==> config.mk <==
export PLATFORM = sky130hd
export DESIGN_NAME = grf_ctrl
export DESIGN_NICKNAME = d
export VERILOG_FILES = /design/src/rtl/grf_pkg.sv /design/src/rtl/rr_arb2.sv /design/src/rtl/grf_ctrl.sv
export SDC_FILE = /design/constraint.sdc
export NUM_CORES = 1
export LEC_CHECK = 0
export CAP_MARGIN = 10
export CORE_UTILIZATION = 44
export CTS_BUF_LIST = sky130_fd_sc_hd__clkbuf_16
export DETAILED_ROUTE_END_ITERATION = 12
export PLACE_DENSITY = 0.86
export SLEW_MARGIN = 20
export SYNTH_ARGS = -nofsm -noshare
export SYNTH_HDL_FRONTEND = slang
export SYNTH_HIERARCHICAL = 1
export SYNTH_SLANG_ARGS = --single-unit
==> constraint.sdc <==
create_clock -name clk -period 4.7 [get_ports clk]
set_clock_uncertainty 0.05 [all_clocks]
set_input_delay 0.94 -clock clk [delete_from_list [all_inputs] [get_ports clk]]
set_output_delay 0.94 -clock clk [all_outputs]
set_load 0.05 [all_outputs]
==> src/rtl/grf_pkg.sv <==
// Shared types and sizing for the GRF write-port controller.
// Holds the controller state encoding and the requester identifiers.
package grf_pkg;

  localparam int DATA_W = 32;
  localparam int ADDR_W = 5;
  localparam int NREG   = 32;

  typedef enum logic {
    CLEAR = 1'b0,
    RUN   = 1'b1
  } grf_state_e;

  typedef enum logic {
    REQ_A = 1'b0,
    REQ_B = 1'b1
  } req_id_e;

endpackage

==> src/rtl/rr_arb2.sv <==
// Two-requester round-robin arbiter with combinational grants.
// The pointer names who wins a tie and always moves to the loser after a grant.
module rr_arb2
  import grf_pkg::*;
(
  input  logic       clk,
  input  logic       reset,
  input  logic       en_i,
  input  logic [1:0] req_i,
  output logic [1:0] gnt_o
);

  req_id_e rr_q;
  req_id_e rr_d;

  always_comb begin
    gnt_o = 2'b00;
    if (en_i) begin
      if (req_i == 2'b11) begin
        gnt_o = (rr_q == REQ_A) ? 2'b01 : 2'b10;
      end else begin
        gnt_o = req_i;
      end
    end
  end

  always_comb begin
    rr_d = rr_q;
    if (gnt_o[0]) begin
      rr_d = REQ_B;
    end else if (gnt_o[1]) begin
      rr_d = REQ_A;
    end
  end

  always_ff @(posedge clk or posedge reset) begin
    if (reset) begin
      rr_q <= REQ_A;
    end else begin
      rr_q <= rr_d;
    end
  end

endmodule

==> src/rtl/grf_ctrl.sv <==
// GRF write-port controller: zeroes registers 1..NREG-1 after reset or on
// request, then arbitrates the single registered write port between A and B.
module grf_ctrl #(
  parameter int DATA_W = grf_pkg::DATA_W,
  parameter int ADDR_W = grf_pkg::ADDR_W,
  parameter int NREG   = grf_pkg::NREG
) (
  input  logic              clk,
  input  logic              reset,
  input  logic              clr_start,
  output logic              busy,
  input  logic              a_req,
  input  logic [ADDR_W-1:0] a_addr,
  input  logic [DATA_W-1:0] a_data,
  output logic              a_gnt,
  input  logic              b_req,
  input  logic [ADDR_W-1:0] b_addr,
  input  logic [DATA_W-1:0] b_data,
  output logic              b_gnt,
  output logic              we,
  output logic [ADDR_W-1:0] waddr,
  output logic [DATA_W-1:0] wdata
);

  import grf_pkg::*;

  localparam logic [ADDR_W-1:0] LAST_ADDR = ADDR_W'(NREG - 1);

  grf_state_e        state_q, state_d;
  logic [ADDR_W-1:0] cnt_q, cnt_d;
  logic              we_q, we_d;
  logic [ADDR_W-1:0] waddr_q, waddr_d;
  logic [DATA_W-1:0] wdata_q, wdata_d;
  logic              busy_q, busy_d;
  logic              arb_en;
  logic [1:0]        gnt;

  // A clear request pre-empts any grant in the cycle it is seen.
  assign arb_en = (state_q == RUN) && !clr_start;

  rr_arb2 u_arb (
    .clk   (clk),
    .reset (reset),
    .en_i  (arb_en),
    .req_i ({b_req, a_req}),
    .gnt_o (gnt)
  );

  assign a_gnt = gnt[0];
  assign b_gnt = gnt[1];

  always_comb begin
    state_d = state_q;
    cnt_d   = cnt_q;
    we_d    = 1'b0;
    waddr_d = waddr_q;
    wdata_d = wdata_q;
    case (state_q)
      CLEAR: begin
        we_d    = 1'b1;
        waddr_d = cnt_q;
        wdata_d = '0;
        cnt_d   = cnt_q + ADDR_W'(1);
        if (cnt_q == LAST_ADDR) begin
          state_d = RUN;
        end
      end
      RUN: begin
        // Entering a clear issues the write to register 1 on the same edge.
        if (clr_start) begin
          state_d = CLEAR;
          we_d    = 1'b1;
          waddr_d = ADDR_W'(1);
          wdata_d = '0;
          cnt_d   = ADDR_W'(2);
        end else if (gnt[0]) begin
          we_d    = (a_addr != '0);
          waddr_d = a_addr;
          wdata_d = a_data;
        end else if (gnt[1]) begin
          we_d    = (b_addr != '0);
          waddr_d = b_addr;
          wdata_d = b_data;
        end
      end
      default: begin
        state_d = CLEAR;
      end
    endcase
    busy_d = (state_d == CLEAR);
  end

  always_ff @(posedge clk or posedge reset) begin
    if (reset) begin
      state_q <= CLEAR;
      cnt_q   <= ADDR_W'(1);
      we_q    <= 1'b0;
      waddr_q <= '0;
      wdata_q <= '0;
      busy_q  <= 1'b1;
    end else begin
      state_q <= state_d;
      cnt_q   <= cnt_d;
      we_q    <= we_d;
      waddr_q <= waddr_d;
      wdata_q <= wdata_d;
      busy_q  <= busy_d;
    end
  end

  assign we    = we_q;
  assign waddr = waddr_q;
  assign wdata = wdata_q;
  assign busy  = busy_q;

endmodule
==> results.cfg <==
[final_layout]
multiInputGateArea_um2 = 1180
nNetsFinal = 414
layout_commonest_cell = clkdlybuf4s50_1
area_delta_synth_final_pct = 56.9
layout_common_cells = clkdlybuf4s50_1, dfrtp_1, mux2_2, nor2_1, mux2i_1
design_area_um2 = 3820
utilization_pct = 73.4
seqCellArea_um2 = 1150
fillers = 397
drive_above_1_share_pct = 16.8
antenna_cells = 0

[cts]
clk_transition_reported_paths_ns = 0.06
postCtsHoldBufs = 0
clk_latency_ns = 0.28
ctsResizeCount = 0
post_cts_buffers = 0
cts_sinks = 46
cts_tree = built
htree_levels = 2
numCtsBuffers = 5
cts_buffer_depth = 2
cts-root-buf = clkbuf_16

[critical_path]
slowest_stage = clkdlybuf4s50_1
crit_required_ns = 3.71
timing.rr.start = state_q
crit_start = clr_start
path_max_fanout = 10
worstPathArrival_ns = 2.29
rrSetupSlack_ns = 2.01
startpoint_type = input pin
endpoint_kind = primary output
cp_cell_sequence = clkdlybuf4s50_1, nand2b_1, inv_2, nand2_1, a21oi_4, buf_12
max_stage_delay_ns = 0.48
endpoint = a_gnt
worstSetupPathType = in2out
r2r-end = waddr[3]
r2r_cells = 8

[synthesis]
ys_ff_latch = 46
yosysWarnings = 6
async_reset_ff_share_pct = 100
synth_area_um2 = 2430
synth_edf_count = 0
synth-seq-area-share_pct = 47.4
synth_area_leaders = dfrtp_1, mux2_2, mux2i_1
avgSynthCellArea_um2 = 11.2
synth_top_area_share_pct = 45.2
synth_nets = 299
syn-instance-count = 218
synthFlopType = dfrtp_1
yosysTopAreaCell = dfrtp_1
synth_cell_types = 28

[timing]
slew_violations = 0
finalCritPeriodShare_pct = 69.9
worst_slew_pin_slew_ns = 0.942
finalSetupViolCount = 0
tns_ns = 0
rsz0062_at_grt = false
hold_viol = 0
timing.fmax_mhz = 304
slew_headroom_pct = 37.1
period_needed_ns = 3.28

[detailed_routing]
drcViolationCount = 0
drtAntennaViolNets = 0
routed_wl_mm = 5.98
post_drt_wl_per_cell_um = 14.8
drtIter0Drc = 102
vias = 2008
avgViaCountPerCell = 4.97
drt_pre_antenna_iters = 4

[placement]
finalWeightedCongestion = 0.818
place_area_um2 = 3680
hpwl_mm = 4.22
port_buffers = 119

[global_routing]
grt_pass1_wl_mm = 9.98
grt_usage_pct = 21.4
grt_max_degree = 46
overflow = 0
antenna_found_initial = 0
grt_pass1_vias = 2124

[power_and_ir_drop]
finalPower_mw = 1.20
leakagePower_nw = 1.51
ir_drop_mv = 0.325
p_per_area_nw_per_um2 = 313

[floorplanning]
die_area_um2 = 5840
core_um2 = 5200
die_h_um = 76.4
initial_core_util_pct = 46.8
io_pins = 120
die_w_um = 76.4
num_rows = 26

[worst_hold_path]
hold_class = reg2reg
min_from = cnt_q[3]

[flow_run]
max-cap-violations = 0

[status]
status = finished clean
[registers in the layout, summed over array words and instances (netlist names)]
register / cells
u_arb/rr_q: 1
cnt_q: 5
we: 1
busy: 1
wdata: 32
state_q: 1
waddr: 5
[where the power goes]
part	switching (mW)	internal, mW	leakage [nW]
registers	0.0505	0.452	0.611
clock network	0.138	0.192	0.0724
logic	0.192	0.171	0.828
total	0.380	0.816	1.51
[area by class of cell]
type / instances / share of cell area [%]
Sequential cell: 46 / 30.2
Clock inverter: 3 / 0.328
Tap cell: 70 / 2.29
Clock buffer: 5 / 3.28
Inverter: 7 / 0.688
Multi-Input combinational cell: 151 / 30.9
Timing Repair Buffer: 122 / 32.3
[layer usage]
layer  routed length (um)  GRT usage, %  vias up
met5                    0             0        -
met1                 2560          26.8      941
met2                 3040          38.1       77
met3                  344          3.71        4
li1                     -             -      986
met4                   33          5.19        0
[critical path, delay by kind of cell]
family | cells | cell delay, ns
AOI/OAI and AO/OA | 1 | 0.17
and+or+nand+nor | 2 | 0.36
buffers and inverters | 3 | 0.81
[per-stage QoR]
step           hold WS (ns)  setup WS, ns  std cells
2_1_floorplan         0.401          1.37        218
3_3_place_gp          0.426          1.21        396
3_5_place_dp          0.429          1.15        396
4_1_cts               0.437          1.42        404
5_1_grt               0.476          1.26        404
6_report              0.437          1.42        404
[worst min-delay path by stage]
| stage | endpoint | slack [ns] | cells past startpoint |
|---|---|---|---|
| final | cnt_q[3] | 0.44 | 1 |
| after detailed placement | cnt_q[3] | 0.43 | 1 |
| after floorplan | cnt_q[3] | 0.40 | 1 |
| after global routing | waddr[4] | 0.48 | 2 |
| after global placement | waddr[0] | 0.43 | 2 |
| after CTS | cnt_q[3] | 0.44 | 1 |
[Yosys cell counts (2+ instances only)]
| library cell | count |
|---|---|
| buf_6 | 2 |
| mux2i_1 | 32 |
| nand2_1 | 9 |
| clkbuf_1 | 3 |
| mux2_2 | 37 |
| a21oi_1 | 7 |
| and3_1 | 2 |
| nor2_1 | 35 |
| o22ai_1 | 2 |
| buf_4 | 7 |
| nor2b_1 | 4 |
| dfstp_2 | 2 |
| ha_1 | 2 |
| buf_2 | 2 |
| inv_1 | 6 |
| o21ai_0 | 10 |
| or4_1 | 2 |
| dfrtp_1 | 44 |
[logic make-up (layout without fill, tap and decap cells)]
kind of cell	count (synthesis)	after routing	share of synthesized area, %
AOI/OAI and AO/OA	25	25	5.91
adders and majority gates	2	2	1.03
buffers and inverters	21	137	5.04
and+or+nand+nor	55	55	10.4
DFF	46	46	47.4
muxes	69	69	30.3
Power figures use the tool's default switching activity.
